[src/rtl/hba_gpio_pkg.sv]
`default_nettype none
// ============================================================================
// Module      : hba_gpio_pkg
// Description : Shared definitions for the parametrised HBA GPIO slave:
//               register function codes, function count and the bus-slave
//               FSM state encoding.
// Revision    : 1.0 - initial release
// ============================================================================
package hba_gpio_pkg;

    // Register index r = func * NUM_BANKS + bank
    localparam int FUNC_OUT_EN     = 0;
    localparam int FUNC_OUT_SIG    = 1;
    localparam int FUNC_IN_SIG     = 2;
    localparam int FUNC_IRQ_EN     = 3;
    localparam int FUNC_IRQ_EDGE   = 4;
    localparam int FUNC_IRQ_STATUS = 5;
    localparam int NUM_FUNCS       = 6;

    typedef enum logic [1:0] {
        IDLE = 2'd0,
        ACK  = 2'd1,
        WAIT = 2'd2
    } state_t;

endpackage
`default_nettype wire

[src/rtl/hba_gpio_multi_if.sv]
`default_nettype none
// ============================================================================
// Module      : hba_gpio_multi_if
// Description : HBA bus bundle between the serial_fpga master and a slave.
//               master : drives rnw/select/abus/dbus, receives read data/ack
//               slave  : receives rnw/select/abus/dbus, drives read data/ack
// Revision    : 1.0 - initial release
// ============================================================================
interface hba_gpio_multi_if #(
    parameter int ADDR_WIDTH = 12,
    parameter int DBUS_WIDTH = 8
);
    logic                  hba_rnw;
    logic                  hba_select;
    logic [ADDR_WIDTH-1:0] hba_abus;
    logic [DBUS_WIDTH-1:0] hba_dbus;
    logic [DBUS_WIDTH-1:0] gpio_dbus;
    logic                  gpio_xferack;

    modport master (
        output hba_rnw, hba_select, hba_abus, hba_dbus,
        input  gpio_dbus, gpio_xferack
    );

    modport slave (
        input  hba_rnw, hba_select, hba_abus, hba_dbus,
        output gpio_dbus, gpio_xferack
    );
endinterface
`default_nettype wire

[src/rtl/hba_gpio_pin_in.sv]
`default_nettype none
// ============================================================================
// Module      : hba_gpio_pin_in
// Description : One GPIO input path: 2-flop synchroniser, optional debounce
//               filter (GPIO_DEBOUNCE_EN) and edge detector.
// Ports       : clk     - clock
//               rst_n   - synchronous reset, active-low
//               i_pin   - asynchronous pin input
//               o_level - synchronised (and filtered) level
//               o_rise  - one-cycle rising-edge strobe
//               o_fall  - one-cycle falling-edge strobe
// Macro       : GPIO_DEBOUNCE_EN adds the DEBOUNCE_CYCLES filter.
// Revision    : 1.0 - initial release
// ============================================================================
module hba_gpio_pin_in
`ifdef GPIO_DEBOUNCE_EN
#(
    parameter int DEBOUNCE_CYCLES = 16
)
`endif
(
    input  wire logic clk,
    input  wire logic rst_n,
    input  wire logic i_pin,
    output logic      o_level,
    output logic      o_rise,
    output logic      o_fall
);

    logic r_sync1;
    logic r_sync2;
    logic r_prev;
    logic w_level;

    // r_prev resets to 0, so a pin held high at reset release yields a rise.
    always_ff @(posedge clk) begin
        if (!rst_n) begin
            r_sync1 <= 1'b0;
            r_sync2 <= 1'b0;
            r_prev  <= 1'b0;
        end else begin
            r_sync1 <= i_pin;
            r_sync2 <= r_sync1;
            r_prev  <= w_level;
        end
    end

`ifdef GPIO_DEBOUNCE_EN
    localparam int CW = $clog2(DEBOUNCE_CYCLES + 1);

    logic [CW-1:0] r_cnt;
    logic          r_filt;

    // The filtered level follows only after DEBOUNCE_CYCLES consecutive
    // cycles of disagreement; any agreement restarts the count.
    always_ff @(posedge clk) begin
        if (!rst_n) begin
            r_cnt  <= '0;
            r_filt <= 1'b0;
        end else if (r_sync2 != r_filt) begin
            if (r_cnt == CW'(DEBOUNCE_CYCLES - 1)) begin
                r_filt <= r_sync2;
                r_cnt  <= '0;
            end else begin
                r_cnt  <= r_cnt + CW'(1);
            end
        end else begin
            r_cnt <= '0;
        end
    end

    assign w_level = r_filt;
`else
    assign w_level = r_sync2;
`endif

    assign o_level = w_level;
    assign o_rise  = w_level & ~r_prev;
    assign o_fall  = ~w_level & r_prev;

endmodule
`default_nettype wire

[src/rtl/hba_gpio_multi.sv]
`default_nettype none
// ============================================================================
// Module      : hba_gpio_multi
// Description : Parametrised HBA GPIO slave with NUM_PINS bidirectional pins
//               banked over DBUS_WIDTH-wide registers, per-pin edge interrupts
//               and write-1-to-clear status.
// Ports       : hba_clk        - clock
//               hba_reset      - synchronous reset, active-low
//               bus            - HBA slave modport (rnw/select/abus/dbus in,
//                                gpio_dbus/gpio_xferack out, 0 when idle)
//               gpio_interrupt - registered OR of pending status
//               gpio_out_en    - per-pin drive enable
//               gpio_out_sig   - per-pin drive value
//               gpio_in_sig    - asynchronous pin inputs
// Macro       : GPIO_DEBOUNCE_EN enables the input debounce filter.
// Revision    : 1.0 - initial release
// ============================================================================
module hba_gpio_multi
    import hba_gpio_pkg::*;
#(
    parameter int DBUS_WIDTH        = 8,
    parameter int PERIPH_ADDR_WIDTH = 4,
    parameter int REG_ADDR_WIDTH    = 8,
    parameter int ADDR_WIDTH        = PERIPH_ADDR_WIDTH + REG_ADDR_WIDTH,
    parameter int PERIPH_ADDR       = 0,
    parameter int NUM_PINS          = 8
`ifdef GPIO_DEBOUNCE_EN
    ,
    parameter int DEBOUNCE_CYCLES   = 16
`endif
) (
    input  wire logic          hba_clk,
    input  wire logic          hba_reset,
    hba_gpio_multi_if.slave    bus,
    output logic               gpio_interrupt,
    output logic [NUM_PINS-1:0] gpio_out_en,
    output logic [NUM_PINS-1:0] gpio_out_sig,
    input  wire logic [NUM_PINS-1:0] gpio_in_sig
);

    localparam int NUM_BANKS = (NUM_PINS + DBUS_WIDTH - 1) / DBUS_WIDTH;
    localparam int NF        = NUM_FUNCS * NUM_PINS;

    state_t                  r_state;
    logic                    r_xferack;
    logic [DBUS_WIDTH-1:0]   r_rdata;
    logic [NUM_PINS-1:0]     r_out_en;
    logic [NUM_PINS-1:0]     r_out_sig;
    logic [NUM_PINS-1:0]     r_irq_en;
    logic [NUM_PINS-1:0]     r_irq_edge;
    logic [NUM_PINS-1:0]     r_status;
    logic                    r_irq;

    logic [PERIPH_ADDR_WIDTH-1:0] w_periph;
    logic [REG_ADDR_WIDTH-1:0]    w_reg_idx;
    logic                         w_hit;
    logic                         w_commit;
    logic [NUM_PINS-1:0]          w_level, w_rise, w_fall;
    logic [NUM_PINS-1:0]          w_wdata;
    logic [NUM_PINS-1:0]          w_rd_pin;
    logic [NF-1:0]                w_sel;   // [f*NUM_PINS + pin]: pin is addressed as func f
    logic [NF-1:0]                w_val;   // [f*NUM_PINS + pin]: current value of func f
    logic [DBUS_WIDTH-1:0]        w_rd_data;
    logic [NUM_PINS-1:0]          w_set, w_clr;
    logic [NUM_PINS-1:0]          w_sel_out_en, w_sel_out_sig, w_sel_irq_en;
    logic [NUM_PINS-1:0]          w_sel_irq_edge, w_sel_status;

    assign w_periph  = bus.hba_abus[ADDR_WIDTH-1:REG_ADDR_WIDTH];
    assign w_reg_idx = bus.hba_abus[REG_ADDR_WIDTH-1:0];
    assign w_hit     = bus.hba_select && (w_periph == PERIPH_ADDR_WIDTH'(PERIPH_ADDR));

    assign w_val[FUNC_OUT_EN*NUM_PINS     +: NUM_PINS] = r_out_en;
    assign w_val[FUNC_OUT_SIG*NUM_PINS    +: NUM_PINS] = r_out_sig;
    assign w_val[FUNC_IN_SIG*NUM_PINS     +: NUM_PINS] = w_level;
    assign w_val[FUNC_IRQ_EN*NUM_PINS     +: NUM_PINS] = r_irq_en;
    assign w_val[FUNC_IRQ_EDGE*NUM_PINS   +: NUM_PINS] = r_irq_edge;
    assign w_val[FUNC_IRQ_STATUS*NUM_PINS +: NUM_PINS] = r_status;

    assign w_sel_out_en   = w_sel[FUNC_OUT_EN*NUM_PINS     +: NUM_PINS];
    assign w_sel_out_sig  = w_sel[FUNC_OUT_SIG*NUM_PINS    +: NUM_PINS];
    assign w_sel_irq_en   = w_sel[FUNC_IRQ_EN*NUM_PINS     +: NUM_PINS];
    assign w_sel_irq_edge = w_sel[FUNC_IRQ_EDGE*NUM_PINS   +: NUM_PINS];
    assign w_sel_status   = w_sel[FUNC_IRQ_STATUS*NUM_PINS +: NUM_PINS];

    // Per-pin input path and address decode. Only one register index can
    // match, so at most one function bit per pin is selected.
    for (genvar gi = 0; gi < NUM_PINS; gi++) begin : g_pin
        localparam int BANK = gi / DBUS_WIDTH;
        localparam int BIT  = gi % DBUS_WIDTH;

`ifdef GPIO_DEBOUNCE_EN
        hba_gpio_pin_in #(
            .DEBOUNCE_CYCLES (DEBOUNCE_CYCLES)
        ) u_pin_in (
            .clk     (hba_clk),
            .rst_n   (hba_reset),
            .i_pin   (gpio_in_sig[gi]),
            .o_level (w_level[gi]),
            .o_rise  (w_rise[gi]),
            .o_fall  (w_fall[gi])
        );
`else
        hba_gpio_pin_in u_pin_in (
            .clk     (hba_clk),
            .rst_n   (hba_reset),
            .i_pin   (gpio_in_sig[gi]),
            .o_level (w_level[gi]),
            .o_rise  (w_rise[gi]),
            .o_fall  (w_fall[gi])
        );
`endif

        logic [NUM_FUNCS-1:0] w_hit_f;

        assign w_wdata[gi] = bus.hba_dbus[BIT];

        for (genvar gf = 0; gf < NUM_FUNCS; gf++) begin : g_func
            assign w_sel[gf*NUM_PINS + gi] = (int'(w_reg_idx) == gf * NUM_BANKS + BANK);
            assign w_hit_f[gf] = w_sel[gf*NUM_PINS + gi] & w_val[gf*NUM_PINS + gi];
        end

        assign w_rd_pin[gi] = |w_hit_f;
    end

    // Gather each data-bus bit from the pins that share that bank position;
    // positions past NUM_PINS contribute 0.
    for (genvar gj = 0; gj < DBUS_WIDTH; gj++) begin : g_rd_bit
        logic [NUM_BANKS-1:0] w_col;
        for (genvar gb = 0; gb < NUM_BANKS; gb++) begin : g_bank
            if (gb * DBUS_WIDTH + gj < NUM_PINS) begin : g_mapped
                assign w_col[gb] = w_rd_pin[gb * DBUS_WIDTH + gj];
            end else begin : g_unmapped
                assign w_col[gb] = 1'b0;
            end
        end
        assign w_rd_data[gj] = |w_col;
    end

    // A write lands on the edge that ends the ACK cycle.
    assign w_commit = (r_state == ACK) && !bus.hba_rnw;

    assign w_set = r_irq_en & ((r_irq_edge & w_rise) | (~r_irq_edge & w_fall));
    assign w_clr = {NUM_PINS{w_commit}} & w_sel_status & w_wdata;

    always_ff @(posedge hba_clk) begin
        if (!hba_reset) begin
            r_state    <= IDLE;
            r_xferack  <= 1'b0;
            r_rdata    <= '0;
        end else begin
            case (r_state)
                IDLE: begin
                    if (w_hit) begin
                        r_state   <= ACK;
                        r_xferack <= 1'b1;
                        r_rdata   <= bus.hba_rnw ? w_rd_data : '0;
                    end
                end
                ACK: begin
                    r_state   <= WAIT;
                    r_xferack <= 1'b0;
                    r_rdata   <= '0;
                end
                WAIT: begin
                    if (!bus.hba_select) begin
                        r_state <= IDLE;
                    end
                end
                default: begin
                    r_state   <= IDLE;
                    r_xferack <= 1'b0;
                    r_rdata   <= '0;
                end
            endcase
        end
    end

    always_ff @(posedge hba_clk) begin
        if (!hba_reset) begin
            r_out_en   <= '0;
            r_out_sig  <= '0;
            r_irq_en   <= '0;
            r_irq_edge <= '0;
            r_status   <= '0;
            r_irq      <= 1'b0;
        end else begin
            if (w_commit) begin
                r_out_en   <= (r_out_en   & ~w_sel_out_en)   | (w_wdata & w_sel_out_en);
                r_out_sig  <= (r_out_sig  & ~w_sel_out_sig)  | (w_wdata & w_sel_out_sig);
                r_irq_en   <= (r_irq_en   & ~w_sel_irq_en)   | (w_wdata & w_sel_irq_en);
                r_irq_edge <= (r_irq_edge & ~w_sel_irq_edge) | (w_wdata & w_sel_irq_edge);
            end
            // A new edge outranks a simultaneous clear.
            r_status <= (r_status & ~w_clr) | w_set;
            r_irq    <= |r_status;
        end
    end

    assign bus.gpio_dbus    = r_rdata;
    assign bus.gpio_xferack = r_xferack;
    assign gpio_interrupt   = r_irq;
    assign gpio_out_en      = r_out_en;
    assign gpio_out_sig     = r_out_sig;

endmodule
`default_nettype wire

[src/flat_wrapper.sv]
// flat-port wrapper written by rule: the top's interface ports become plain ports
module hba_gpio_multi_flat import hba_gpio_pkg::*;
#(
    parameter int DBUS_WIDTH        = 8,
    parameter int PERIPH_ADDR_WIDTH = 4,
    parameter int REG_ADDR_WIDTH    = 8,
    parameter int ADDR_WIDTH        = PERIPH_ADDR_WIDTH + REG_ADDR_WIDTH,
    parameter int PERIPH_ADDR       = 0,
    parameter int NUM_PINS          = 8

)
  (hba_clk, hba_reset, gpio_interrupt, gpio_out_en, gpio_out_sig, gpio_in_sig, bus_hba_rnw, bus_hba_select, bus_hba_abus, bus_hba_dbus, bus_gpio_dbus, bus_gpio_xferack);
  hba_gpio_multi_if #(.ADDR_WIDTH(ADDR_WIDTH), .DBUS_WIDTH(DBUS_WIDTH)) bus_i ();
  input  wire logic hba_clk;
  input  wire logic hba_reset;
  output logic gpio_interrupt;
  output logic [NUM_PINS-1:0] gpio_out_en;
  output logic [NUM_PINS-1:0] gpio_out_sig;
  input  wire logic [NUM_PINS-1:0] gpio_in_sig;
  input wire logic [$bits(bus_i.hba_rnw)-1:0] bus_hba_rnw;
  input wire logic [$bits(bus_i.hba_select)-1:0] bus_hba_select;
  input wire logic [$bits(bus_i.hba_abus)-1:0] bus_hba_abus;
  input wire logic [$bits(bus_i.hba_dbus)-1:0] bus_hba_dbus;
  output wire logic [$bits(bus_i.gpio_dbus)-1:0] bus_gpio_dbus;
  output wire logic [$bits(bus_i.gpio_xferack)-1:0] bus_gpio_xferack;
  assign bus_i.hba_rnw = bus_hba_rnw;
  assign bus_i.hba_select = bus_hba_select;
  assign bus_i.hba_abus = bus_hba_abus;
  assign bus_i.hba_dbus = bus_hba_dbus;
  assign bus_gpio_dbus = bus_i.gpio_dbus;
  assign bus_gpio_xferack = bus_i.gpio_xferack;
  hba_gpio_multi #(.DBUS_WIDTH(DBUS_WIDTH), .PERIPH_ADDR_WIDTH(PERIPH_ADDR_WIDTH), .REG_ADDR_WIDTH(REG_ADDR_WIDTH), .ADDR_WIDTH(ADDR_WIDTH), .PERIPH_ADDR(PERIPH_ADDR), .NUM_PINS(NUM_PINS)) u_core (.hba_clk(hba_clk), .hba_reset(hba_reset), .bus(bus_i), .gpio_interrupt(gpio_interrupt), .gpio_out_en(gpio_out_en), .gpio_out_sig(gpio_out_sig), .gpio_in_sig(gpio_in_sig));
endmodule
[config.mk]
export PLATFORM = sky130hd
export DESIGN_NAME = hba_gpio_multi_flat
export DESIGN_NICKNAME = d
export VERILOG_FILES = /design/src/rtl/hba_gpio_pkg.sv /design/src/rtl/hba_gpio_multi_if.sv /design/src/rtl/hba_gpio_pin_in.sv /design/src/rtl/hba_gpio_multi.sv /design/src/flat_wrapper.sv
export SDC_FILE = /design/constraint.sdc
export NUM_CORES = 1
export LEC_CHECK = 0
export CORE_AREA = 2 2 98 100
export DETAILED_ROUTE_END_ITERATION = 8
export DIE_AREA = 0 0 100 102
export PLACE_DENSITY = 0.68
export SLEW_MARGIN = 10
export SYNTH_ARGS = -nofsm -noshare
export SYNTH_HDL_FRONTEND = slang
export SYNTH_HIERARCHICAL = 1
export SYNTH_SLANG_ARGS = --single-unit
export TNS_END_PERCENT = 1
[constraint.sdc]
create_clock -name hba_clk -period 2.1 [get_ports hba_clk]
set_input_delay 0.42 -clock hba_clk [delete_from_list [all_inputs] [get_ports hba_clk]]
set_output_delay 0.42 -clock hba_clk [all_outputs]
set_load 0.02 [all_outputs]
==> key figures <==
Logic synthesis
  – Distinct cells, synth: 29
  – Count leader, synth: dfxtp_1
  – Cell taking the most area after synthesis: dfxtp_1
  – Synth Register Bits: 76
  – Synth Area per Inst: 10.5 um^2
  – Sequential fraction of the synthesis area: 49.0%
  – Synth cell count leaders: dfxtp_1, mux2i_1, nor2_1
  – Most used DFF post-synth: dfxtp_1
  – Post-Syn Area: 0.00311 mm^2
  – Synthesized net count: 329
  – Post-synth top area share: 49.0%
  – Number of synthesized flops with an enable pin: 0
  – Post-Syn Instances: 297
  – Synth warn: 6
  – Ys async rst share: 0%
  – Top cells by area, synth: dfxtp_1, mux2i_1, mux4_2, and2_1, nor2_1

Run
  – Maxcap violations: 0

Critical path
  – Worst Setup Start Kind: input port
  – Reg2reg start: u_core/r_state[0]
  – Critical path required time: 2.33 ns
  – Reg2reg path depth: 5
  – Start point of the critical path: bus_hba_abus[5]
  – Data arrival, critical path: 2.27 ns
  – CP max FO: 8
  – Setup crit end kind: register
  – R2R setup slack: 0.13 ns
  – Critical path class: input port to register

Routing
  – DR vias: 2487
  – DRC: 0
  – First-pass iteration count of the detailed router: 4
  – Remaining antenna violation count: 0
  – Final WL: 7870 um
  – Initial detailed-routing violation count: 157
  – DR vias/cell: 5.03
  – Wirelength per Cell: 15.9 um

Cells and area
  – Final core occ: 46.9%
  – # nets final: 411
  – Ratio of cells with drive above 1 in the final layout: 16.7%
  – Area Growth Syn to Fin: 37.5%
  – Fin area: 0.00427 mm^2
  – Antenna Diode Count: 0
  – Fill cell count: 858

Timing
  – Crit share post-route: 97.1%
  – Setup-failing EPs final: 0
  – Slew @ Worst Pin: 0.971 ns
  – RSZ-0062 raised after global routing: false
  – Fmax: 491 MHz
  – Clock Skew: 0.00738 ns
  – Pins Over Slew Limit: 0
  – Final hold vios: 0
  – Slew HR: 35.3%
  – Final Critical Period: 2.04 ns
  – Setup TNS: 0 ns
  – Final worst slack: 0.0615 ns

Hold path
  – WHS Endpoint: u_core/g_pin[0].u_pin_in/o_level
  – Worst Hold Launch: u_core/g_pin[0].u_pin_in/r_sync1
  – Hold crit path type: register to register
  – WHS Path Cells: 1

Power
  – P_int: 2460 uW
  – Static leakage: 0.00177 uW
  – Seq pwr share: 47.8%
  – Net Sw Power: 608 uW
  – Worst vdd ir: 0.000362 V
  – Switching share of total power: 19.8%
  – Clock share of power: 46.2%
  – Combinational Power Share: 6.0%
  – Power density cells: 718 mW/mm^2

Global routing
  – First-pass GRT wire length: 12400 um
  – GRT Residual Overflow: 0
  – Global Route met2 Usage: 25.7%
  – Gr usage total: 16.1%
  – Met1 usage: 21.1%
  – Vias in the first global route: 2419
  – GR Layer Usage met3: 3.97%
  – Grt peak-use layer: met2
  – Largest net degree at the start of global routing: 26
  – Initial antenna violation count: 0

Place
  – DP Area: 0.00397 mm^2
  – GPL Wtd Cong: 0.821
  – Pre-CTS setup slack: -0.369 ns
  – PortBufs: 57
  – DPL Wire Length: 5510 um

CTS
  – CTS buffer count: 9
  – Clock Latency Late Sink: 0.35 ns
  – Clock Path Buffers: 2
  – CTS Hold Bufs: 0
  – Root Buffer Master: clkbuf_8
  – Setup bufs post-CTS: 0
  – Clk sinks: 76
  – Clk slew on worst S/H paths: 0.07 ns
  – CTS tree: built
  – H-tree depth: 3

Die
  – Die Span Y: 102 um
  – Num rows: 35
  – Core ar.: 0.00911 mm^2
  – Die area: 0.0102 mm^2
  – Starting Density: 34.1%
  – DIE WIDTH: 100 um
  – Num ports: 58

Outcome
  – Outcome: finished clean
-- worst max-delay path, cell delays in order --
cell	delay (ns)
clkdlybuf4s50_1	0.42
or4_4	0.52
or4b_4	0.54
buf_8	0.17
mux2i_1	0.15
nor2_1	0.06
-- kinds of logic after synthesis --
logic type / share of synthesized area [%]
AND/OR/NAND/NOR: 21.3
multiplexers: 21.6
buffers and inverters: 2.05
flip-flops: 49.0
AO/OA/AOI/OAI: 6.12
-- layer usage --
metal,share of wire (%),routed length (um)
met1,45,3510
met2,46,3650
met3,7.4,579
met4,1.6,127
met5,0,0
-- cell type report --
class | instances | area [um^2] | area share, %
Clock buffer | 10 | 128 | 2.99
Clock inverter | 5 | 125 | 2.93
Multi-Input combinational cell | 207 | 1540 | 36.1
Sequential cell | 76 | 1520 | 35.6
Tap cell | 111 | 139 | 3.25
Timing Repair Buffer | 83 | 812 | 19.0
Inverter | 2 | 7.51 | 0.176
-- power groups by stage --
| stage | Clock [uW] | Sequential [uW] | Combinational [uW] |
|---|---|---|---|
| floorplan | 0 | 1500 | 70.2 |
| global placement | 0 | 1500 | 182 |
| detailed placement | 0 | 1500 | 184 |
| CTS | 1440 | 1470 | 185 |
| global route | 1510 | 1470 | 199 |
| finish | 1420 | 1470 | 184 |
-- timing repair --
item / in CTS / in global routing
pin swaps: 0 / 5
resized for setup: 4 / 11
endpoints found under the setup margin: 15 / 32
-- how the worst max path moves through the flow --
stage	end	slack, ns	cells after the start
2_1_floorplan	register	0.03	6
3_3_place_gp	register	-0.36	6
3_5_place_dp	register	-0.37	6
4_1_cts	register	-0.001	7
5_1_grt	register	0.01	6
6_report	register	0.06	6
-- per-stage QoR --
step,hold WS [ns],total power (uW),instances
after global routing,0.455,3180,494
final,0.434,3070,494
after floorplan,0.412,1570,297
after detailed placement,0.417,1690,479
after global placement,0.415,1680,479
after CTS,0.436,3100,494
-- layout by cell type (no fill, tap or decap), types with 2 or more instances in the layout --
cell type,count
a21oi_1,12
a311oi_1,8
and2_1,24
buf_12,2
buf_4,22
bufinv_16,4
clkbuf_8,9
clkdlybuf4s50_1,53
dfxtp_1,76
dlymetal6s2s_1,4
mux2_2,8
mux2i_1,39
mux4_2,8
nand2_1,18
nand2b_1,4
nand3_1,9
nor2_1,36
nor2b_1,17
nor3_1,2
nor4_1,3
o211ai_1,8
or4_4,3
or4b_4,2
Note: power is estimated with default switching activity, not from simulation.
